### src/rtl/cpu_cmd_fifo_if.sv
// CPU window and MCU pop-side signals of the CPU-to-MCU command FIFO.
// master = bus/MCU side driving the FIFO, slave = the FIFO itself.
interface cpu_cmd_fifo_if;
  logic        cpu_ce;
  logic        cpu_addr;
  logic        cpu_we_hi;
  logic        cpu_we_lo;
  logic [15:0] cpu_dato;
  logic [15:0] cpu_dati;
  logic        mcu_rd;
  logic        mcu_clr;
  logic [31:0] mcu_dati;
  logic        mcu_irq;

  modport master (
    output cpu_ce, cpu_addr, cpu_we_hi, cpu_we_lo, cpu_dato, mcu_rd, mcu_clr,
    input  cpu_dati, mcu_dati, mcu_irq
  );

  modport slave (
    input  cpu_ce, cpu_addr, cpu_we_hi, cpu_we_lo, cpu_dato, mcu_rd, mcu_clr,
    output cpu_dati, mcu_dati, mcu_irq
  );
endinterface

### src/rtl/cpu_cmd_fifo.sv
// CPU-to-MCU command FIFO: CPU writes into a two-register window, the MCU pops.
// Optional MCU interrupt enabled by defining CPU_CMD_FIFO_IRQ_EN.
module cpu_cmd_fifo #(
  parameter int unsigned DEPTH   = 16,
  parameter int unsigned AW      = 4,
  parameter int unsigned IRQ_LVL = 1
) (
  input  logic         clk,
  input  logic         rst,
  cpu_cmd_fifo_if.slave bus
);

  localparam logic [AW:0] FullCnt  = (AW+1)'(DEPTH);
  localparam logic        IrqLvlOk = (IRQ_LVL >= 1) && (IRQ_LVL <= DEPTH);

  logic [2:0]    hist_q, hist_d;
  logic [AW-1:0] wr_ptr_q, wr_ptr_d;
  logic [AW-1:0] rd_ptr_q, rd_ptr_d;
  logic [AW:0]   count_q, count_d;
  logic          ovf_q, ovf_d;
  logic [31:0]   dati_q, dati_d;
  logic [15:0]   mem_q [DEPTH];

  logic          act, commit, push, pop;
  logic [15:0]   wdata, head_d;

  always_comb begin
    act   = bus.cpu_ce & ~bus.cpu_addr & (bus.cpu_we_hi | bus.cpu_we_lo);
    hist_d = {hist_q[1:0], act};
    // Rising edge seen on two consecutive samples: one commit per write
    commit = (hist_q == 3'b011) & ~bus.mcu_clr;
    wdata  = {bus.cpu_we_hi ? bus.cpu_dato[15:8] : 8'h00,
              bus.cpu_we_lo ? bus.cpu_dato[7:0]  : 8'h00};
    pop    = bus.mcu_rd & (count_q != '0) & ~bus.mcu_clr;
    push   = commit & ((count_q != FullCnt) | pop);

    wr_ptr_d = wr_ptr_q;
    rd_ptr_d = rd_ptr_q;
    count_d  = count_q;
    ovf_d    = ovf_q;
    if (bus.mcu_clr) begin
      wr_ptr_d = '0;
      rd_ptr_d = '0;
      count_d  = '0;
      ovf_d    = 1'b0;
    end else begin
      if (push) wr_ptr_d = wr_ptr_q + AW'(1);
      if (pop)  rd_ptr_d = rd_ptr_q + AW'(1);
      if (commit & ~push) ovf_d = 1'b1;
      case ({push, pop})
        2'b10:   count_d = count_q + (AW+1)'(1);
        2'b01:   count_d = count_q - (AW+1)'(1);
        default: count_d = count_q;
      endcase
    end

    // Registered view reflects post-edge state; a word being written this
    // cycle is not in mem_q yet, so forward it when it becomes the head.
    if (count_d == '0)
      head_d = '0;
    else if (push && (wr_ptr_q == rd_ptr_d))
      head_d = wdata;
    else
      head_d = mem_q[rd_ptr_d];

    dati_d = {ovf_d, count_d == FullCnt, count_d == '0, 5'b0, 8'(count_d), head_d};
  end

  always_ff @(posedge clk or posedge rst) begin
    if (rst) begin
      hist_q   <= '0;
      wr_ptr_q <= '0;
      rd_ptr_q <= '0;
      count_q  <= '0;
      ovf_q    <= 1'b0;
      dati_q   <= 32'h2000_0000;
    end else begin
      hist_q   <= hist_d;
      wr_ptr_q <= wr_ptr_d;
      rd_ptr_q <= rd_ptr_d;
      count_q  <= count_d;
      ovf_q    <= ovf_d;
      dati_q   <= dati_d;
    end
  end

  always_ff @(posedge clk) begin
    if (push) mem_q[wr_ptr_q] <= wdata;
  end

  assign bus.mcu_dati = dati_q;
  assign bus.cpu_dati = bus.cpu_addr ? dati_q[31:16] : '0;

`ifdef CPU_CMD_FIFO_IRQ_EN
  logic irq_q, irq_d;

  always_comb irq_d = IrqLvlOk & ((count_d >= (AW+1)'(IRQ_LVL)) | ovf_d);

  always_ff @(posedge clk or posedge rst) begin
    if (rst) irq_q <= 1'b0;
    else     irq_q <= irq_d;
  end

  assign bus.mcu_irq = irq_q;
`else
  // IRQ_LVL only range-checked here; the interrupt is disabled
  assign bus.mcu_irq = IrqLvlOk & 1'b0;
`endif

endmodule
### src/flat_wrapper.sv
// flat-port wrapper written by rule: the top's interface ports become plain ports
module cpu_cmd_fifo_flat 
#(
  parameter int unsigned DEPTH   = 16,
  parameter int unsigned AW      = 4,
  parameter int unsigned IRQ_LVL = 1
)
  (clk, rst, bus_cpu_ce, bus_cpu_addr, bus_cpu_we_hi, bus_cpu_we_lo, bus_cpu_dato, bus_mcu_rd, bus_mcu_clr, bus_cpu_dati, bus_mcu_dati, bus_mcu_irq);
  cpu_cmd_fifo_if bus_i ();
  input  logic clk;
  input  logic rst;
  input wire logic [$bits(bus_i.cpu_ce)-1:0] bus_cpu_ce;
  input wire logic [$bits(bus_i.cpu_addr)-1:0] bus_cpu_addr;
  input wire logic [$bits(bus_i.cpu_we_hi)-1:0] bus_cpu_we_hi;
  input wire logic [$bits(bus_i.cpu_we_lo)-1:0] bus_cpu_we_lo;
  input wire logic [$bits(bus_i.cpu_dato)-1:0] bus_cpu_dato;
  input wire logic [$bits(bus_i.mcu_rd)-1:0] bus_mcu_rd;
  input wire logic [$bits(bus_i.mcu_clr)-1:0] bus_mcu_clr;
  output wire logic [$bits(bus_i.cpu_dati)-1:0] bus_cpu_dati;
  output wire logic [$bits(bus_i.mcu_dati)-1:0] bus_mcu_dati;
  output wire logic [$bits(bus_i.mcu_irq)-1:0] bus_mcu_irq;
  assign bus_i.cpu_ce = bus_cpu_ce;
  assign bus_i.cpu_addr = bus_cpu_addr;
  assign bus_i.cpu_we_hi = bus_cpu_we_hi;
  assign bus_i.cpu_we_lo = bus_cpu_we_lo;
  assign bus_i.cpu_dato = bus_cpu_dato;
  assign bus_i.mcu_rd = bus_mcu_rd;
  assign bus_i.mcu_clr = bus_mcu_clr;
  assign bus_cpu_dati = bus_i.cpu_dati;
  assign bus_mcu_dati = bus_i.mcu_dati;
  assign bus_mcu_irq = bus_i.mcu_irq;
  cpu_cmd_fifo #(.DEPTH(DEPTH), .AW(AW), .IRQ_LVL(IRQ_LVL)) u_core (.clk(clk), .rst(rst), .bus(bus_i));
endmodule
### config.mk
export PLATFORM = sky130hd
export DESIGN_NAME = cpu_cmd_fifo_flat
export DESIGN_NICKNAME = d
export VERILOG_FILES = /design/src/rtl/cpu_cmd_fifo_if.sv /design/src/rtl/cpu_cmd_fifo.sv /design/src/flat_wrapper.sv
export SDC_FILE = /design/constraint.sdc
export NUM_CORES = 1
export LEC_CHECK = 0
export CORE_ASPECT_RATIO = 0.7
export CORE_MARGIN = 3
export CORE_UTILIZATION = 54
export DETAILED_ROUTE_END_ITERATION = 16
export PLACE_DENSITY = 0.88
export SLEW_MARGIN = 20
export SYNTH_ARGS = -nofsm -noshare
export SYNTH_HDL_FRONTEND = slang
export SYNTH_SLANG_ARGS = --single-unit
### constraint.sdc
create_clock -name clk -period 3.7 [get_ports clk]
set_input_delay 0.74 -clock clk [delete_from_list [all_inputs] [get_ports clk]]
set_output_delay 0.74 -clock clk [all_outputs]
set_load 0.01 [all_outputs]
[Word level (Yosys, flattened, before mapping)]
Memory sizes are Yosys's and may differ from the RTL's.
Index checks and enable logic that the tools add are counted.
Storage, ports and cells
  register bits after elaboration: 41
  memory bits (writable): 256
  input port bits: 24
  output and inout port bits: 49
  logic and storage cells: 48
  memories kept: 1
Cells by class
  add/subtract/negate cells: 4
  equality and inequality tests: 6
  mux-type cells: 15
  bitwise logic cells: 12
  reductions and logical operators: 4
Memories
  u_core.mem_q: depth 16, width 16, read ports 1, clocked after memory_dff 0, write ports 1, RTL line cpu_cmd_fifo.sv:22  | logic [15:0] mem_q [DEPTH];
Operators with widths (number)
  $mux W16: 3
  $mux W4: 4
  $mux W8: 2
  $pmux W5 S2: 1
  $add A4 B1 Y4 const B: 2
  $and A1 B1 Y1: 7
  $add A5 B1 Y5 const B: 1
  $eq A5 B5 Y1 const B: 1
  $logic_not A5 Y1: 1
  $mux W5: 1
  $ne A5 B5 Y1 const B: 1
  $reduce_bool A5 Y1: 1
  $sub A5 B1 Y5 const B: 1
  $eq A4 B4 Y1: 1
  $mux W1: 4
  $eq A3 B2 Y1 const B: 1
  $not A1 Y1: 3
  $eq A2 B1 Y1 const B: 1
  $eq A2 B2 Y1 const B: 1
  $or A1 B1 Y1: 2
  $reduce_bool A2 Y1: 1
  $logic_and A1 B1 Y1: 1

[Logic depth before layout (Yosys ltp)]
  depth after elaboration: 10
  depth in mapped cells: 13

[Worst setup path after synthesis]
Ideal clock, no wire load.
  kind: register -> register
  start: reg u_core.count_q[0]
  end: reg u_core.dati_q[10], in the netlist u_core.bus.mcu_dati[10]
  library setup time: 0.128 ns
  arrival: 3.525 ns
  data required time: 3.572 ns
  slack: 0.047 ns
  cell stages (with the launch flop): 14
  path buffers: 2
  clock period less this slack: 3.653 ns
  cells stage by stage: dfrtp_1 > buf_6 > or4_4 > o21ai_2 > nor2_1 > fa_1 > xor2_1 > a22oi_1 > o22ai_1 > a311o_1 > or3b_4 > o211ai_4 > buf_6 > o32ai_1
On the way
  cells in the longest elaborated chain, start to end: 10
  elaborated cells between the ends (all ways): 20
Ends and longest elaborated chain
  start: declaration: RTL line cpu_cmd_fifo.sv:19  | logic [AW:0] count_q, count_d;
  start signal: assignment: RTL line cpu_cmd_fifo.sv:81  | count_q <= count_d;
  $reduce_bool A5 Y1: RTL line cpu_cmd_fifo.sv:34  | pop = bus.mcu_rd & (count_q != '0) & ~bus.mcu_clr;
  $and A1 B1 Y1 (2 in series): RTL line cpu_cmd_fifo.sv:34
  $or A1 B1 Y1: RTL line cpu_cmd_fifo.sv:35  | push = commit & ((count_q != FullCnt) | pop);
  $and A1 B1 Y1: RTL line cpu_cmd_fifo.sv:35
  $eq A2 B1 Y1 / $eq A2 B2 Y1 (equally long branches): RTL line cpu_cmd_fifo.sv:50  | case ({push, pop})
  $pmux W5 S2 *: RTL line cpu_cmd_fifo.sv:50
  $mux W5 *: RTL line cpu_cmd_fifo.sv:41  | if (bus.mcu_clr) begin
  via u_core.count_d[2]: RTL line cpu_cmd_fifo.sv:19
  $logic_not A5 Y1 *: RTL line cpu_cmd_fifo.sv:59  | if (count_d == '0)
  $mux W16 *: RTL line cpu_cmd_fifo.sv:59
  via u_core.dati_d[10]: RTL line cpu_cmd_fifo.sv:21  | logic [31:0] dati_q, dati_d;
  end signal: assignment: RTL line cpu_cmd_fifo.sv:83  | dati_q <= dati_d;
  end: declaration: RTL line cpu_cmd_fifo.sv:21
The timed path passes the listed nets; every way through them passes the cells marked *.
A chain may end at the register's enable or synchronous reset.

[Worst setup path in the final report]
  start: reg u_core.count_q[1]
  end: reg u_core.dati_q[4], in the netlist u_core.bus.mcu_dati[4]
Same word-level chain as after synthesis.

==> metrics.txt <==
status finished clean; buffer and inverter count on the worst path 2; largest net degree at the start of global routing 47; cell taking the most area after synthesis edfxtp_1; synth warn 0; Fin. Hold Viols 0; final antenna-violating net count 0; clock-pin slew on the worst setup and hold paths 0.07 ns; critical path class flop to flop; Post-Synth Adder-Cell Area 0.009437; fmax 274.1 MHz; post-synthesis xor/xnor area fraction 0.006193; CP arrival 4.04 ns; Leakage 5.274 nW; syn avg cell area 13.91 um2; CTS tree built; I/O Buffers 55; critical path, cell by cell or4_4 -> o21ai_4 -> nor2_2 -> fa_2 -> xor2_1 -> buf_4 -> nor2_1 -> nor4_1 -> a311o_1 -> or3b_4 -> o211ai_4 -> buf_12 -> o32ai_1; Die Area 25,480 um2; Synth-to-Final Area Change 17.61%; Synth top area share 0.6040; Area contributors post-synth edfxtp_1 (60%), dfrtp_1 (6.7%), mux2i_1 (4.5%); worst-path maximum fanout 8; Tmin final 3.648 ns; Via-to-Cell Ratio 6.540; Hold Buf Count CTS 0; mux contribution to synthesized area 0.05544; # diodes 0; fin util 0.6535; initial antenna violation count 0; Least-Margin Pin Slew 0.7825 ns; Routed WL per cell 25.27 um; Setup violations, final 0; Setup crit start kind flop; Rel. slew slack 0.4784; die width 189.5 um; vias in the first global route 8,699; initial core utilization 0.5557; Syn Inst Count 915; Initial DRC Count 1,298; I/O Pins between 70 and 80; total grt overflow 0; Post-synth EDFFs about 260; share of cells above drive strength 1 0.1530; filler cell count about 1,500; pwr dens 511.6 nW/um2; CTS max path bufs 3; Core Area 22,910 um2; crit share post-route 0.9861; Setup crit end kind flop; die height 134.5 um; GRT Util Overall 0.2633; DP Area 14,030 um2; clk_lat worst skew about 0.55 ns; Min Hold Slack 0.4293 ns; CP required 4.10 ns; post-synthesis compound-gate area fraction 0.1144; # rows 46; final net count 1,050; DRC viols 0; Simple-Gate Fraction of Synth Area 0.09712; flop and latch count out of synthesis 291; Slowest-stage cell, CP or4_4; total wire length 34,140 um; post_cts resized 0; root buffer cell clkbuf_16; main combinational cell family by area after synthesis compound AO/OA/AOI/OAI gates; worst stage delay on the critical path 0.58 ns; Detailed Place HPWL 21,380 um; Primary FF master, synth edfxtp_1; Post-CTS Repair Setup Buffers 0; sequential-to-total area share from yosys stat 0.6729; # H-tree levels 1; max-cap violation count 0; Min-Delay Path Class flop to flop; CTS buffer count 28; peak supply drop 377.4 uV; Fin Clk Skew between 0.02 and 0.03 ns; first-pass GRT wire length 51,060 um; CTS Sinks roughly 290; GPL Wtd Cong approximately 0.95; Yosys cell types 71; fin. max-slew vios 0; design area ~15,000 um2; Post-Syn Area 12,730 um2; via count 8,835; DR pass1 iterations 7; async set or reset register ratio after synthesis 0.1203; critical path's top delay family simple AND/OR/NAND/NOR gates
==> final timing paths <==
check / cells after the start / to / slack (ns) / startpoint
worst max-delay path: 13 / u_core.bus.mcu_dati[4] / 0.05 / u_core.count_q[1]
worst min-delay path: 0 / u_core.hist_q[2] / 0.43 / u_core.hist_q[1]
worst max register to register: 13 / u_core.bus.mcu_dati[4] / 0.05 / u_core.count_q[1]
worst min register to register: 0 / u_core.hist_q[2] / 0.43 / u_core.hist_q[1]
max in group asynchronous: 3 / u_core.bus.mcu_dati[6] / 2.66 / rst
min in group asynchronous: 3 / u_core.count_q[1] / 0.64 / rst
==> cell usage after synthesis (3+ instances only) <==
library cell,count
a21o_1,4
xnor2_1,3
nand3_1,16
o22ai_1,18
o21ai_0,7
nand2_1,84
nor4bb_1,3
clkbuf_1,33
buf_4,27
nor2b_1,4
nor3_1,7
o221ai_1,25
inv_2,3
and4_1,3
a21oi_1,27
a2111oi_0,7
mux2i_1,57
buf_2,12
and2_1,20
a31oi_1,33
and3_1,33
a211oi_1,34
o211ai_1,4
dfrtp_1,34
mux2_2,6
or3_1,3
edfxtp_1,256
buf_6,6
nor3b_1,8
a221oi_1,5
inv_1,25
xor2_1,6
o32ai_1,12
nor2_1,26
nand3b_1,5
nand4_1,6
nand2b_1,4
ha_1,8
==> state kept, by name, summed over array words and instances, names as in the netlist <==
signal	count
u_core.bus.mcu_dati	20
u_core.count_q	4
u_core.hist_q	3
u_core.mem_q	256
u_core.rd_ptr_q	4
u_core.wr_ptr_q	4
==> cells in the final DEF, fill, tap and decap left out, drive strengths merged, types with 6 or more instances in the layout <==
cell / n
nor3b: 8
nand3: 16
nand4: 6
and2: 20
edfxtp: 256
a211oi: 35
xor2: 6
clkbuf: 47
conb: 17
clkdlybuf4s50: 55
o211ai: 6
a31oi: 33
nor3: 7
o21ai: 10
nand2: 84
inv: 28
mux2i: 57
a21oi: 27
o22ai: 18
o221ai: 25
dfrtp: 34
ha: 8
nor2: 27
and3: 33
mux2: 7
buf: 79
a2111oi: 8
o32ai: 12
==> stage by stage <==
step	setup TNS, ns	power [mW]	worst slack (ns)	instances
after floorplan	0	4.502	0.04689	931
after global placement	-1.792	4.867	-0.1170	1298
after detailed placement	-3.334	4.911	-0.2245	1298
after CTS	0	7.625	0.07474	1350
after global routing	-0.02781	7.874	-0.01968	1351
final	0	7.658	0.05155	1351
==> worst reg2reg max path, delay by kind of cell (launching register included) <==
kind / cells / cell delay, ns
and+or+nand+nor: 5 / 1.27
DFF: 1 / 0.39
buffers and inverters: 2 / 0.35
AOI/OAI and AO/OA: 4 / 0.94
adders and majority gates: 1 / 0.36
xor gates and xnor gates: 1 / 0.20
==> power breakdown <==
group / internal [mW] / switching, mW
sequential: 3.60 / 0.0497
clock: 1.58 / 1.17
combinational: 0.504 / 0.756
total: 5.69 / 1.97
==> cells by family after synthesis <==
logic type      after synthesis
buf+inv                     107
flops                       291
other cells                   1
fa+ha+maj                     9
compound gates              198
mux                          66
xor+xnor                      9
simple gates                234
==> final cells by class <==
type                    instances  area, um2  area share
clock buffers                  46      818.3     0.05466
clock inverters                 6      71.32    0.004764
inverters                      28      107.6    0.007188
multi-input cells             533       3749      0.2504
flip-flops and latches        291       8564      0.5721
well taps                     312      390.4     0.02608
repair buffers                135       1269     0.08475
==> metal layers <==
layer	wire length, um	track usage	vias to the layer above
met5	0	0	-
met4	1239	0.1009	0
met3	4029	0.05708	109
met2	16000	0.4215	663
met1	12870	0.3590	4324
li1	-	-	3739
Note: power is estimated with default switching activity, not from simulation.
==> RTL edit 1: new RTL, same flow settings <==
`AW` is set to 4 in 2 places; all go to 5.
--- a/src/rtl/cpu_cmd_fifo.sv
+++ b/src/rtl/cpu_cmd_fifo.sv
@@ -2,7 +2,7 @@
 // Optional MCU interrupt enabled by defining CPU_CMD_FIFO_IRQ_EN.
 module cpu_cmd_fifo #(
   parameter int unsigned DEPTH   = 16,
-  parameter int unsigned AW      = 4,
+  parameter int unsigned AW      = 5,
   parameter int unsigned IRQ_LVL = 1
 ) (
   input  logic         clk,
--- a/src/flat_wrapper.sv
+++ b/src/flat_wrapper.sv
@@ -2,7 +2,7 @@
 module cpu_cmd_fifo_flat 
 #(
   parameter int unsigned DEPTH   = 16,
-  parameter int unsigned AW      = 4,
+  parameter int unsigned AW      = 5,
   parameter int unsigned IRQ_LVL = 1
 )
   (clk, rst, bus_cpu_ce, bus_cpu_addr, bus_cpu_we_hi, bus_cpu_we_lo, bus_cpu_dato, bus_mcu_rd, bus_mcu_clr, bus_cpu_dati, bus_mcu_dati, bus_mcu_irq);
Behaviour: no difference found for any inputs over 4 cycles, from zero or initial values and one cycle with rst high; that may be too few to reach the edited logic, so the function may still have changed.
==> RTL edit 1 against the original RTL <==
Die area is 1.5% lower; global-route usage down 0.97 points; clock power shrank 3%; final area decreased by 1.9%; worst setup slack better by 79 ps; synthesized cell count is 0.44% lower; synthesized area decreased by 1.5%; total power decreased by 5.1%; routed wire length shrank 6.0%; sequential cell count rose by 3; critical endpoint is now u_core.bus.mcu_dati[13]$_DFF_PP0_.
==> RTL edit 1: results <==
group,metric,value,unit
outcome,status,"finished clean",
setup_path,startpoint,"bus_mcu_clr",
timing,clock_skew,10.66,ps
place,post_dp_cell_area,13830,um^2
setup_path,cp.arrival,3970,ps
yosys,ys_async_sr_fraction,0.1293,
power_and_ir_drop,ir_drop,469.6,uV
global_routing,grt_max_degree,51,
clocking,cts_buffers,26,
yosys,synth_area_per_cell,13.76,um^2
place,hpwl,20.40,mm
route,drtPass1Iterations,6,
global_routing,grt_pass1_wl,48.41,mm
setup_path,max_stage_delay,460,ps
route,viasPerCell,6.175,
setup_path,rrSetupSlack,210,ps
global_routing,grt_pass1_vias,8102,
setup_path,crit_fanout,7,
route,dr.first_iter.drc_count,1073,
clocking,clk-insertion-delay-late,530,ps
power_and_ir_drop,total_leakage_power,5.359,nW
place,portBuffers,57,
setup_path,crit_slowest_cell,"clkdlybuf4s50_1",
yosys,synth_cell_types,74,
route,drt-total-wl,32.09,mm
layout,drive_gt1_frac,0.1691,
place,gp_congestion,0.8961,
global_routing,track_usage,0.2536,
yosys,synthTopCellsByArea,"edfxtp_1, dfrtp_1, nand2_1",
timing,hold_slack,429.1,ps
yosys,seq_area_frac_synth,0.6893,
setup_path,r2r_end,"u_core.bus.mcu_dati[13]$_DFF_PP0_",
layout,instances_no_fill,1334,
yosys,synth-edff-count,256,
layout,final_nets,1043,
setup_path,worst-setup-path-type,"input port to register",
[RTL edit 1: changes by cell type in the layout (fill, tap and decap cells not counted), moves of 24 or more]
cell,before,now
nand2_1,84,142
a31oi_1,32,5
and3_1,33,6
mux2i_1,56,32
a21oi_1,26,50
o221ai_1,25,0
[RTL edit 1: report_power, final]
group | internal [mW] | total (mW) | switching, mW | leakage (nW)
sequential | 3.64 | 3.67 | 0.0295 | 2.83
combinational | 0.353 | 0.946 | 0.593 | 2.11
clock | 1.48 | 2.65 | 1.17 | 0.412
total | 5.47 | 7.27 | 1.80 | 5.36
[RTL edit 1: metal layers]
metal	wire (um)	global-route usage	vias up
met5	0	0	-
met3	3870	0.07417	71
li1	-	-	3570
met2	14060	0.3738	486
met4	898	0.08247	0
met1	13270	0.3660	4110
[RTL edit 1: logic make-up after synthesis]
family | share of synthesized area
compound gates | 0.1034
xor+xnor | 0.007686
fa+ha+maj | 0.01058
buf+inv | 0.03703
flops | 0.6893
mux | 0.04292
other cells | 0.0002992
simple gates | 0.1088
[RTL edit 1: area by class of cell]
cell class | count | area, um^2
tap | 305 | 381.6
timing repair buffer | 122 | 1184
inverter | 27 | 103.9
fill | 1482 | 7550
clock inverter | 12 | 102.6
multi-input combinational | 538 | 3540
sequential | 294 | 8640
clock buffer | 36 | 739.5
[RTL edit 1: per-stage QoR]
| step | util | setup WS (ps) |
|---|---|---|
| after floorplan | - | 8.255 |
| after global placement | 0.6217 | -346.7 |
| after detailed placement | 0.6217 | -400.7 |
| after CTS | 0.6595 | 152.1 |
| after global routing | 0.6605 | 17.12 |
| final | 0.6605 | 130.3 |
==> RTL edit 2: new RTL, same flow settings <==
Made on the original files. Build with the macro `CPU_CMD_FIFO_IRQ_EN` defined.
--- a/src/rtl/cpu_cmd_fifo.sv
+++ b/src/rtl/cpu_cmd_fifo.sv
@@ -1,5 +1,7 @@
 // CPU-to-MCU command FIFO: CPU writes into a two-register window, the MCU pops.
 // Optional MCU interrupt enabled by defining CPU_CMD_FIFO_IRQ_EN.
+`define CPU_CMD_FIFO_IRQ_EN
+
 module cpu_cmd_fifo #(
   parameter int unsigned DEPTH   = 16,
   parameter int unsigned AW      = 4,
Function: changed (Yosys sat finds a counterexample within 4 cycles, from zero or initial values and one cycle with rst high).
==> RTL edit 2 against the original RTL <==
Core utilization is 0.95 points higher; synthesized area shrank 1.6%; maximum frequency up 4.1%; worst setup slack gained 140 ps; sequential share of layout area rose by 1.0 points; clock skew is 18 ps lower; final area shrank 1.5%; non-clock buffer count is 1 lower; sequential cell count up 1; routed wire length decreased by 3.8%; critical endpoint is now u_core.bus.mcu_dati[7]$_DFF_PP0_; largest cell class unchanged.
Power is not compared: it rests on default switching activity, and its combinational part moved more than twofold at a synthesized area within 25%.
==> RTL edit 2: results <==
group,metric,value,unit
timing,clock_skew,10.84,ps
yosys,synthTopCellsByArea,"edfxtp_1, dfrtp_1, mux4_2",
route,route.met2.wl,14.85,mm
timing,slew_headroom,0.3909,
setup_path,rrSetupSlack,200,ps
route,viasPerCell,6.652,
setup_path,crit_slowest_cell,"nor2_2",
route,wl_met3,4.532,mm
worst_hold_path,min_from,"u_core.hist_q[0]$_DFF_PP0_",
yosys,synthTopCellsByCount,"edfxtp_1, nand3_1, o21ai_0, a211oi_1, dfrtp_1",
route,dr.first_iter.drc_count,1328,
global_routing,grt_pass1_wl,49.96,mm
setup_path,crit_fanout,14,
layout,drive_gt1_frac,0.1987,
yosys,ys_async_sr_fraction,0.1233,
yosys,synth-xor-area-share,0.004895,
route,vias,8322,
outcome,status,"finished clean",
timing,hold_slack,406.1,ps
yosys,yosys.area_share.adder,0.009590,
setup_path,cp.arrival,3980,ps
place,portBuffers,56,
route,drtPass1Iterations,6,
place,hpwl,18.74,mm
yosys,synth_compound_area_frac,0.1045,
place,gp_congestion,0.8452,
setup_path,r2r_cells,10,
setup_path,max_stage_delay,710,ps
setup_path,r2r_end,"u_core.bus.mcu_dati[7]$_DFF_PP0_",
global_routing,met2_usage,0.4032,
yosys,synth_cell_types,68,
yosys,seq_area_frac_synth,0.6858,
global_routing,grt_util_met1,0.3679,
global_routing,track_usage,0.2607,
global_routing,use_met3,0.06128,
yosys,synthCells,825,
place,pre_cts_slack,-309.9,ps
==> RTL edit 2: area by class of cell <==
class                      count  area, um^2
clock buffer                  41       765.7
clock inverter                 5       70.07
fill                        1398        7496
inverter                      17       65.06
multi-input combinational    457        3576
sequential                   292        8589
tap                          305       381.6
timing repair buffer         134        1296
==> RTL edit 2: kinds of logic after synthesis <==
family	count (synthesis)
compound gates	183
fa+ha+maj	9
simple gates	187
other cells	1
xor+xnor	7
mux	55
flops	292
buf+inv	91
==> RTL edit 2: how the worst max path moves through the flow <==
| stage | end | slack (ps) | depth (start not counted) |
|---|---|---|---|
| floorplan | u_core.mem_q[0][0]$_DFFE_PP_ | 100 | 4 |
| global placement | u_core.bus.mcu_dati[6]$_DFF_PP0_ | -220 | 14 |
| detailed placement | u_core.bus.mcu_dati[5]$_DFF_PP0_ | -310 | 12 |
| CTS | u_core.bus.mcu_dati[5]$_DFF_PP0_ | 190 | 10 |
| global route | u_core.bus.mcu_dati[13]$_DFF_PP0_ | 30 | 13 |
| finish | u_core.bus.mcu_dati[7]$_DFF_PP0_ | 200 | 10 |
==> RTL edit 2: through the flow <==
step / utilization / cell area (um^2)
global route: 0.6630 / 14740
global placement: 0.6253 / 13910
CTS: 0.6629 / 14740
floorplan: - / 12580
detailed placement: 0.6253 / 13910
finish: 0.6630 / 14740
==> RTL edit 2: power by group through the flow <==
stage                     logic, mW  registers (mW)  clock network (mW)
after floorplan                1.87            3.81                   0
after global placement         2.97            3.82                   0
after detailed placement       3.09            3.82                   0
after CTS                      3.13            3.75                2.67
after global routing           3.37            3.76                2.81
final                          3.19            3.75                2.67
